--- src/rtl/serial_byte_subtractor.sv ---
// serial_byte_subtractor
// Bit-serial subtractor that computes diff = minuend - subtrahend - bin.
// It handles one bit per clock, starting with the LSB. The unit uses a
// start/busy/done handshake. It is built as the companion of the bit-serial
// byte adder: fewer gates, at the cost of WIDTH+1 cycles of latency.
module serial_byte_subtractor #(
  parameter int WIDTH = 8
) (
  input  logic             clk,
  input  logic             rst_n,
  input  logic             start,
  input  logic [WIDTH-1:0] minuend,
  input  logic [WIDTH-1:0] subtrahend,
  input  logic             bin,
  output logic             busy,
  output logic             done,
  output logic [WIDTH-1:0] diff,
  output logic             bout
);

  // The counter must be able to reach WIDTH so that it never wraps
  // within one operation.
  localparam int COUNT_W = $clog2(WIDTH + 1);

  typedef enum logic [1:0] {
    IDLE  = 2'd0,
    SHIFT = 2'd1,
    DONE  = 2'd2
  } state_t;

  state_t             state_q,  state_d;
  logic [WIDTH-1:0]   aSh_q,    aSh_d;
  logic [WIDTH-1:0]   bSh_q,    bSh_d;
  logic [WIDTH-1:0]   rSh_q,    rSh_d;
  logic [WIDTH-1:0]   diff_q,   diff_d;
  logic               borrow_q, borrow_d;
  logic               bout_q,   bout_d;
  logic [COUNT_W-1:0] count_q,  count_d;

  logic bitA;
  logic bitB;
  logic bitD;
  logic borrowNext;
  logic lastBit;

  // One-bit full subtractor over the current LSBs and the running borrow.
  always_comb begin
    bitA       = aSh_q[0];
    bitB       = bSh_q[0];
    bitD       = bitA ^ bitB ^ borrow_q;
    borrowNext = (~bitA & bitB) | (~bitA & borrow_q) | (bitB & borrow_q);
    lastBit    = (count_q == COUNT_W'(WIDTH - 1));
  end

  // Next-state logic. Every register holds its value unless the current
  // state updates it. diff and bout load only on the final bit, so outside
  // of reset they never show a partial result.
  always_comb begin
    state_d  = state_q;
    aSh_d    = aSh_q;
    bSh_d    = bSh_q;
    rSh_d    = rSh_q;
    diff_d   = diff_q;
    borrow_d = borrow_q;
    bout_d   = bout_q;
    count_d  = count_q;
    case (state_q)
      IDLE: begin
        if (start) begin
          state_d  = SHIFT;
          aSh_d    = minuend;
          bSh_d    = subtrahend;
          borrow_d = bin;
          rSh_d    = '0;
          count_d  = '0;
        end
      end
      SHIFT: begin
        aSh_d    = aSh_q >> 1;
        bSh_d    = bSh_q >> 1;
        rSh_d    = {bitD, rSh_q[WIDTH-1:1]};
        borrow_d = borrowNext;
        count_d  = count_q + COUNT_W'(1);
        if (lastBit) begin
          diff_d  = {bitD, rSh_q[WIDTH-1:1]};
          bout_d  = borrowNext;
          state_d = DONE;
        end
      end
      DONE: begin
        state_d = IDLE;
      end
      default: begin
        state_d = IDLE;
      end
    endcase
  end

  // State and datapath registers. Reset is synchronous, and asserting it
  // mid-operation aborts the operation.
  always_ff @(posedge clk) begin
    if (!rst_n) begin
      state_q  <= IDLE;
      aSh_q    <= '0;
      bSh_q    <= '0;
      rSh_q    <= '0;
      diff_q   <= '0;
      borrow_q <= 1'b0;
      bout_q   <= 1'b0;
      count_q  <= '0;
    end else begin
      state_q  <= state_d;
      aSh_q    <= aSh_d;
      bSh_q    <= bSh_d;
      rSh_q    <= rSh_d;
      diff_q   <= diff_d;
      borrow_q <= borrow_d;
      bout_q   <= bout_d;
      count_q  <= count_d;
    end
  end

  // Handshake outputs come straight from the state register. DONE lasts
  // exactly one cycle, so done is a one-cycle pulse.
  always_comb begin
    busy = (state_q != IDLE);
    done = (state_q == DONE);
    diff = diff_q;
    bout = bout_q;
  end

endmodule

--- config.mk ---
export PLATFORM = sky130hd
export DESIGN_NAME = serial_byte_subtractor
export DESIGN_NICKNAME = d
export VERILOG_FILES = /design/src/rtl/serial_byte_subtractor.sv
export SDC_FILE = /design/constraint.sdc
export NUM_CORES = 1
export LEC_CHECK = 0
export CAP_MARGIN = 40
export CORE_AREA = 3 3 52 78
export DETAILED_ROUTE_END_ITERATION = 7
export DIE_AREA = 0 0 55 81
export GPL_TIMING_DRIVEN = 0
export PLACE_DENSITY = 0.76
export SYNTH_ARGS = -nofsm -noshare
export SYNTH_HDL_FRONTEND = slang
export SYNTH_SLANG_ARGS = --single-unit
--- constraint.sdc ---
create_clock -name clk -period 1.91 [get_ports clk]
set_clock_uncertainty 0.2 [all_clocks]
set_input_delay 0.191 -clock clk [delete_from_list [all_inputs] [get_ports clk]]
set_output_delay 0.191 -clock clk [all_outputs]
set_load 0.05 [all_outputs]
* After elaboration in Yosys (flattened, before gate mapping) *
Index checks and enable logic that the tools add are counted.

cells by class
  equality and inequality tests = 5
  $mul = 0
  multiplexer cells = 13
  reductions and logical operators = 6
  divide/modulo/power cells = 0
  shift-type cells = 0
  add/sub/neg operators = 1
  bitwise operators = 8
  magnitude comparators = 0

operators with widths
  cell                                                  count
  case mux 8 bit (2 select lines)                       3
  2-to-1 mux 8 bit                                      3
  case mux 4 bit (2 select lines)                       1
  AND reduction 2 bit                                   3
  adder 4 x 1 -> 4 bit (second input constant)          1
  equality test 4 x 3 -> 1 bit (second input constant)  1
  2-to-1 mux 2 bit                                      2
  2-to-1 mux 4 bit                                      1
  != test 2 bit (second input constant)                 2
  case mux 2 bit (2 select lines)                       1
  nonzero test 2 bit                                    2
  bitwise AND 1 bit                                     3
  equality test 2 x 1 -> 1 bit (second input constant)  1
  equality test 2 bit (second input constant)           1
  logical NOT 2 bit                                     1
  bitwise OR 1 bit                                      2
  case mux 1 bit (2 select lines)                       1
  XOR 1 bit                                             2
  2-to-1 mux 1 bit                                      1
  NOT 1 bit                                             1

storage, ports and cells
  memory bits (read-only) = 0
  bits in latches = 0
  register bits after elaboration = 40
  memories = 0
  input bits = 20
  memory bits (writable) = 0

* Logic depth before layout (Yosys ltp) *
Gate-level depths: netlist (run 1).

  word-level depth = 5
  depth in mapped cells = 6

* Least setup slack after synthesis (run 1) *
OpenSTA, ideal clock, no wires.

  path type = register -> output
  start = reg state_q[1]
  end = out done
  buffers on the path = 2
  setup slack = 0.088 ns
  arrival time = 1.431 ns
  required time = 1.519 ns
  stages on the path, launching flop included = 5
  path through = dfxtp_1 buf_6 clkinv_1 buf_2 nor2_1

on the way
  cells in the longest elaborated chain, start to end = 1

ends and longest elaborated chain
  what                    line  RTL
  from (decl)             31    state_t state_q, state_d;
  from (signal assigned)  112   state_q <= state_d;
  equality test 2 bit     127   done = (state_q == DONE);
  to (decl)               16    output logic done,

Every way passes these cells.

* Final worst setup path (run 1) *
Ends and elaborated chain as after synthesis.

==> summary.md, run 1 <==
Net switching is 24.3% of the power. The run finished with clean final reports. The routed layout has 1558 vias. The die is 81 um tall. The most frequently used flop master after synthesis is sky130_fd_sc_hd__dfxtp_1. The delay contributed by the slowest stage of the critical path works out to 340 ps. Buffers inserted during clock tree synthesis total 5.

After synthesis, the netlist uses 36 different library cells. In the layout the commonest cells are sky130_fd_sc_hd__dfxtp_1 (39), sky130_fd_sc_hd__clkdlybuf4s50_1 (27), sky130_fd_sc_hd__nand2_1 (21). Peak fanout along the critical path: 10. In this run the count of I/O pins placed on the die edge is 31. The tools report the DRC violation total after the first TritonRoute iteration as 49. The number of antenna diodes in the final layout is 0. For the number of global-route vias before repair, the log shows 1493.

Global routing finished with a remaining overflow of 0. The worst-case setup margin in the final layout is 75.7 ps, and the combinational fraction of design power is 12.4%. The count of warnings emitted by yosys was 0.

In this run, placement finished with an instance count of 264. For the detailed-routing iteration count for the pre-antenna-repair pass, the log shows 4. In this run the cell area measured after placement is 2100 um2. Number of resized instances in the post-cts repair step: 13. The final non-filler cell total came out at 271. The number of nets in the synthesized netlist was 215; the initial core utilization was 50.9%.

After synthesis, the share of flip-flops with an asynchronous set or reset is 0%. The end of the worst register-to-register path is diff[0]. The part of the power in registers is 51.7%. The area share of the leading cell type in the synthesized netlist works out to 44.5%. The setup-violating endpoint count in the final report was 0.

Routed length per instance: 14.3 um. Walking the worst path, the cells encountered are buf_6 > clkinv_2 > buf_2 > nor2_1 > buf_4. Once the clock tree was built, the setup fixing pass inserted 0 buffers.

The maximum ir drop on the vdd rail came out at 0.486 mV. The tools report the root cell of the clock tree as sky130_fd_sc_hd__clkbuf_8. The final critical path time including I/O delays and setup is 1830 ps, and the number of buffers inserted by port buffering is 29.

The tree built by TritonCTS fans out to 39 sinks. In this run the standard cell core region covers 3450 um2. The run gives 44.5% as the register area share after synthesis. The synthesized area per cell was 9.09 um2; the power per standard cell area was 776 nW/um2. Entering global routing, the biggest net connects 18 pins. For the wire length of the first global-routing pass, the log shows 6580 um.

The die covers 4460 um2. The minimum hold slack came out at 37.6 ps. After layout, the design draws a total of 1.70 mW. The tool flagged a number of max-cap violations equal to 0. Leaving out fill and tap cells, the most frequent cell in the layout is sky130_fd_sc_hd__dfxtp_1. For the pin with the worst max-slew slack, the measured transition is 493 ps. The mapped netlist covers 1750 um2. The analysis attributes to cell leakage a power of 0.784 nW. In this run the critical register-to-register path is launched from state_q[1]. The initial antenna violation count was 0.

The clock-pin slew reported for the worst setup and hold paths after clock tree synthesis is 80 ps, and the final weighted congestion of routability-driven global placement is 0.773. The longest clock path from root to sink contains 2 buffers. Wires add up to 3880 um. The total number of nets in the final design is 250, and the net switching power is 413 uW. For the worst-case register-to-register setup slack, the log shows 350 ps. The startpoint identified for the worst hold timing path is rst_n. The average via count per standard cell works out to 5.75. Yosys attributes the largest share of cell area to sky130_fd_sc_hd__dfxtp_1 (45%), sky130_fd_sc_hd__o221ai_1 (6.0%), sky130_fd_sc_hd__mux2i_1 (5.1%).

The run gives 1440 ps as the arrival time at the worst endpoint. The path class of the tightest hold or removal check is in -> reg. Number of cells traversed by the worst register-to-register path: 6. Relative to the synthesized area, the layout overhead comes to 24.8%.

The setup path with the least slack is of type reg -> out. Across every metal layer, demand over resource in global routing totals 20.1%. The die boundary width works out to 55 um. The final number of max-transition violations is 0. For this run, design rule violations remaining after detail routing come to 0. The period utilization came out at 96.0%. The hold-critical path depth is 3.

Setup repair after global routing left no endpoint under its margin. The placement-stage worst setup slack is -372 ps, and the number of hold-slack violations in the final timing report is 0. STA puts the critical path data required time at 1520 ps. For this design, the CTS-stage hold fixing added 0 buffers. TritonCTS built the clock tree.

The worst max-slew margin expressed relative to the limit is 67.1%. In the synthesized netlist, the number of instances is 193. The slowest stage of the critical path belongs to the cell sky130_fd_sc_hd__dfxtp_1. The run gives 1.29 mW as the internal portion of total power.

Launching element type of the critical path: a register. The synthesized design spends more area on one cell type than any other, namely sky130_fd_sc_hd__dfxtp_1. Fraction of layout cells with a size suffix above 1: 14.8%. With fillers left out, the area of the finished cells amounts to 2190 um2. The number of routed nets with antenna violations is 0. The clock network burns 35.9% of the power.

The synthesized design contains 39 register bits. Clock latency on the worst-skew pair, taken at its later pin, is 290 ps. The post-DP HPWL was 2860 um; the placement row count was 26. The H-tree was split into 2 levels. Fill cells in the final layout number 320. The count of flip-flops with a built-in enable after synthesis is 0. Worst-case hold path end point: borrow_q.

The run gives 545 MHz as the highest clock frequency the design can meet. The worst setup path is captured at an output pin.
## synthesized netlist by cell type, types with 2 or more instances
cell,count
sky130_fd_sc_hd__a22o_1,2
sky130_fd_sc_hd__a21oi_1,16
sky130_fd_sc_hd__or3b_2,10
sky130_fd_sc_hd__buf_6,2
sky130_fd_sc_hd__buf_2,6
sky130_fd_sc_hd__a22oi_1,7
sky130_fd_sc_hd__o2bb2ai_1,3
sky130_fd_sc_hd__nor2_1,14
sky130_fd_sc_hd__nand3_1,2
sky130_fd_sc_hd__dfxtp_1,39
sky130_fd_sc_hd__inv_1,3
sky130_fd_sc_hd__mux2i_1,9
sky130_fd_sc_hd__nor2b_1,3
sky130_fd_sc_hd__o22ai_1,2
sky130_fd_sc_hd__nand2_1,21
sky130_fd_sc_hd__nand2b_1,2
sky130_fd_sc_hd__a32o_1,2
sky130_fd_sc_hd__o221ai_1,12
sky130_fd_sc_hd__o21ai_0,14
sky130_fd_sc_hd__clkbuf_1,8
## stage by stage
stage	utilization, %	TNS, ps
floorplan	-	0
global placement	60.8	-726
global route	63.5	0
CTS	63.5	0
detailed placement	60.8	-695
finish	63.5	0
## critical path, delay by kind of cell (launching register included)
family | cells | cell delay, ps
and+or+nand+nor | 1 | 120
buffers and inverters | 4 | 690
DFF | 1 | 340
## power by group through the flow
stage                     Sequential, mW  Clock, mW  Combinational, mW
after CTS                          0.878      0.617              0.212
final                              0.879      0.609              0.211
after global placement             0.896          0              0.209
after global routing               0.884      0.651              0.235
after floorplan                    0.890          0              0.141
after detailed placement           0.897          0              0.212
## per-layer routing
metal | share of wire, % | GRT usage [%]
met2 | 52 | 34.8
met4 | 2.0 | 8.76
met1 | 42 | 22.5
met3 | 4.5 | 4.59
met5 | 0 | 0
## flip-flops by register name, summed over array words and instances, names as in the netlist
register,count
aSh_q,8
bSh_q,8
borrow_q,1
bout,1
count_q,4
diff,8
rSh_q,7
state_q,2
## worst max-delay path by stage
stage	slack (ps)	start	cells past startpoint	to
2_1_floorplan	90	state_q[1]	4	done
3_3_place_gp	-370	state_q[0]	5	busy
3_5_place_dp	-370	state_q[0]	5	busy
4_1_cts	80	state_q[1]	5	done
5_1_grt	7	state_q[1]	5	done
6_report	80	state_q[1]	5	done
## logic make-up after synthesis
logic type	after synthesis	share of synthesized area, %
muxes	9	5.14
AOI/OAI and AO/OA	64	25.0
adders and majority gates	2	1.85
and+or+nand+nor	57	17.3
buffers and inverters	22	6.21
DFF	39	44.5
## cell type report
type	count	area [um2]	area share, %
plain buffers	16	86.3	3.94
clock buffers	8	100	4.57
inverters	5	20.0	0.914
multi-input cells	132	865	39.5
flip-flops and latches	39	781	35.7
well taps	42	52.6	2.40
repair buffers	29	285	13.0
Power figures use the tool's default switching activity.
==> run 2: changes to the inputs <==
- PLACE_DENSITY: 0.76 -> 0.81
==> summary.md, run 2 (synthesis results as in run 1) <==
The flow ran to the end, and the final reports show no timing, DRC or antenna violations. Peak fanout along the critical path: 17 (+7). Total number of nets in the final design: 249 (-0.40%).

The tools report the number of primary I/O pins as 31 (unchanged). Destination of the critical timing path: busy. The worst register-to-register path begins at state_q[1].

The average via count per standard cell was 5.71 (-0.60%). The post-detailed-routing wire length is 3770 um (-2.8%), and the final critical path time including I/O delays and setup is 1820 ps (-15.5 ps). The count of H-tree levels built during CTS is 2 (unchanged), and the die boundary width is 55 um (unchanged). The run gives 0 (unchanged) as the total inserted antenna cells. The run gives 0.557 mV (+14%) as the maximum ir drop on the vdd rail. The post-CTS setup buffer count is 0 (unchanged), and the post-DP HPWL is 2880 um (+0.50%).

The number of clock buffers inserted by TritonCTS was 5 (unchanged); the die height was 81 um (unchanged). The highest clock frequency the design can meet is 550 MHz (+0.85%). The area growth from synthesis to layout is 25.7%.

The required time of the critical path is 1520 ps (about the same). Remaining global-route overflow: 0 (unchanged). The maximum buffer depth of the clock tree was 2 (unchanged).

The run gives 0.790 (+2.3%) as the final weighted congestion of routability-driven global placement. The overall die area was 4460 um2 (unchanged); the cell area reported after detailed placement was 2100 um2 (unchanged). TritonCTS built the clock tree.

The type of the most critical hold path is in -> reg. The power per standard cell area is 811 nW/um2 (+4.6%). The placement row count came out at 26 (unchanged). The run gives 0 ps (unchanged) as the total negative setup slack.

The library cell used most frequently in the layout, excluding fill and tap cells, is sky130_fd_sc_hd__dfxtp_1. The period utilization was 95.2% (-0.81 points); the initial core utilization was 50.9% (unchanged). The number of buffers inserted by port buffering was 29 (unchanged).

The total of fill cells in the finished design is 338 (+5.6%). The clock-pin slew reported for the worst setup and hold paths after clock tree synthesis was 70 ps (about the same). The number of global-route vias before repair came out at 1553 (+4.0%).

The total vias in the final route was 1543 (-0.96%). For the wire length of the first global-routing pass, the log shows 6720 um (+2.1%). The worst setup path category was reg -> out. The worst-case register-to-register setup slack was 350 ps (about the same). For the clock insertion delay at the later pin of the skew report, the log shows 280 ps (about the same).

The routed length per instance works out to 14.0 um (-2.4%). The endpoint identified for the worst register-to-register timing path is diff[0]. Number of cells traversed by the worst register-to-register path: 6 (unchanged).

The tools report the count of maximum capacitance violations as 0 (unchanged). Placed instance count: 264 (unchanged). The placement-stage worst setup slack was -388 ps (-16.0 ps). The final non-filler cell total was 270 (-0.37%); the placeable core region was 3450 um2 (unchanged). STA classifies the critical path endpoint as an output pin.

The tools report the root cell of the clock tree as sky130_fd_sc_hd__clkbuf_8. TritonCTS sink count: 39 (unchanged). The tools report the static leakage power as 0.791 nW (+0.99%). The hold-critical path depth is 3 (unchanged). The maximum number of pins on one net before global-route repair was 18 (unchanged).

The tools report the remaining design rule violation count as 0 (unchanged). The run gives 0 (unchanged) as the number of routed nets with antenna violations. The slew of the pin with the lowest slew margin is 492 ps (-0.408 ps), and the fraction of layout cells with a size suffix above 1 is 14.9% (+0.065 points). Tracing the worst setup path back leads to its startpoint at state_q[0].

The final design area excluding fillers was 2210 um2 (+0.74%); the total routing usage reported by global routing was 20.0% (-0.10 points). The worst setup path is launched from a register. The setup-violating endpoint count in the final report came out at 0 (unchanged). For the arrival time at the worst endpoint, the log shows 1430 ps (about the same).

The number of hold-slack violations in the final timing report is 0 (unchanged). The worst max-slew margin expressed relative to the limit was 67.1% (about the same). The detailed-routing iteration count for the pre-antenna-repair pass is 4 (unchanged), and the final number of max-transition violations is 0 (unchanged). The worst-case setup margin in the final layout was 91.2 ps (+15.5 ps). The library cells used most frequently in the layout, excluding fill and tap cells, are sky130_fd_sc_hd__dfxtp_1 (39), sky130_fd_sc_hd__clkdlybuf4s50_1 (27), sky130_fd_sc_hd__nand2_1 (21). The tools report the initial antenna violation count as 0 (unchanged).

Total power consumption of the routed design: 1.79 mW (+5.3%). DRC violation total after the first TritonRoute iteration: 32 (-35%). Setup repair after global routing left no endpoint under its margin.
==> run 2: report_power, final <==
| part | total (mW) | leakage (nW) | internal (mW) | switching [mW] |
|---|---|---|---|---|
| clock | 0.700 | 0.0612 | 0.423 | 0.278 |
| sequential | 0.879 | 0.319 | 0.851 | 0.0283 |
| combinational | 0.210 | 0.411 | 0.106 | 0.105 |
| total | 1.79 | 0.791 | 1.38 | 0.411 |
==> run 2: metrics by stage <==
step / hold slack (ps) / utilization, %
5_1_grt: 55.0 / 64.0
3_3_place_gp: 241 / 60.8
2_1_floorplan: 199 / -
6_report: 47.1 / 64.0
3_5_place_dp: 254 / 60.8
4_1_cts: 40.6 / 63.9
==> run 2: routing by layer <==
metal | vias to the layer above | routed length (um) | GRT usage, %
met2 | 38 | 2030 | 36.6
li1 | 766 | - | -
met3 | 9 | 140 | 4.04
met4 | 0 | 62 | 5.60
met1 | 730 | 1540 | 22.3
met5 | - | 0 | 0
==> run 2: cell type report <==
class                           instances  area [um2]  share of cell area [%]
Inverter                                5        20.0                   0.908
Sequential cell                        39         781                    35.4
Buffer                                 15        81.3                    3.69
Clock inverter                          2        35.0                    1.59
Tap cell                               42        52.6                    2.38
Multi-Input combinational cell        132         865                    39.2
Timing Repair Buffer                   29         289                    13.1
Clock buffer                            6        82.6                    3.74
==> run 2: how the worst min path moves through the flow <==
| stage | from | to |
|---|---|---|
| global placement | diff[4] | diff[4] |
| CTS | rst_n | borrow_q |
| global route | rst_n | borrow_q |
| finish | rst_n | bSh_q[0] |
| floorplan | subtrahend[0] | bSh_q[0] |
| detailed placement | diff[2] | diff[2] |
==> run 2: repair_timing <==
action / in CTS / in global routing
hold buffers: 0 / 0
endpoints found under the setup margin: 2 / 2
gates cloned: 0 / 0
gates resized for setup: 12 / 2
==> run 2: worst max-delay path, cell delays in order (launching register included) <==
cell and delay, ps:
sky130_fd_sc_hd__dfxtp_1 390, sky130_fd_sc_hd__buf_2 250, sky130_fd_sc_hd__inv_2 180, sky130_fd_sc_hd__nand2_1 90, sky130_fd_sc_hd__clkbuf_4 230
==> RTL change: new RTL, flow settings as in run 1 <==
Change the parameter `WIDTH` from 8 to 16.
--- a/src/rtl/serial_byte_subtractor.sv
+++ b/src/rtl/serial_byte_subtractor.sv
@@ -5,5 +5,5 @@
 // byte adder: fewer gates, at the cost of WIDTH+1 cycles of latency.
 module serial_byte_subtractor #(
-  parameter int WIDTH = 8
+  parameter int WIDTH = 16
 ) (
   input  logic             clk,
Interface: changed (resized diff, minuend and subtrahend); port bits go from 31 to 55. The function was not compared with the original's and may differ.
==> RTL change against run 1 <==
The flow now stops in 3_1_place_gp_skip_io. Synthesized area rose by 78%.
==> RTL change: results (changes against run 1) <==
logic_synthesis:
  syn_area_mm2: 0.00312  # was 0.00175 mm²
  syn_nets: 388  # was 215
  ys_seq_area_share_pct: 46.2  # was 44.5%
  async_reset_ff_share_pct: 0  # unchanged
  synth_area_leaders: "dfxtp_1 (46%), o221ai_1 (8.4%), a21oi_1 (7.4%)"  # was dfxtp_1 (45%), o221ai_1 (6.0%), mux2i_1 (5.1%)
  syn_inst: 349  # was 193
  yosys_warnings: 0  # unchanged
  synth_seq_cells: 72  # was 39
  synth.distinct_cells: 37  # was 36
  yosys-top-cells-count: "dfxtp_1 (72), a21oi_1 (46), nand2_1 (34), o221ai_1 (30), or3b_1 (25)"  # was dfxtp_1 (39), nand2_1 (21), a21oi_1 (16), nor2_1 (14), o21ai_0 (14)
outcome:
  lastStage: "3_1_place_gp_skip_io"
  status: "aborted with a tool error"  # was finished, final reports clean
  stop_error: "[ERROR GPL-0301] Utilization 102.726 % exceeds 100%."
==> RTL change: cell types whose count changed after synthesis, moves of 10 or more <==
| cell | change |
|---|---|
| a21oi_1 | +30 |
| buf_2 | +11 |
| dfxtp_1 | +33 |
| nand2_1 | +13 |
| nor2_1 | +10 |
| o21ai_0 | -13 |
| o21ai_1 | +24 |
| o221ai_1 | +18 |
| or3b_1 | +25 |
| or3b_2 | -10 |
==> RTL change: kinds of logic after synthesis <==
kind of cell / count (synthesis) / share of synthesized area, %
AND/OR/NAND/NOR: 92 / 16.0
buffers and inverters: 46 / 7.45
flip-flops: 72 / 46.2
AO/OA/AOI/OAI: 135 / 28.6
multiplexers: 1 / 0.321
adder cells (fa/ha/maj): 3 / 1.44
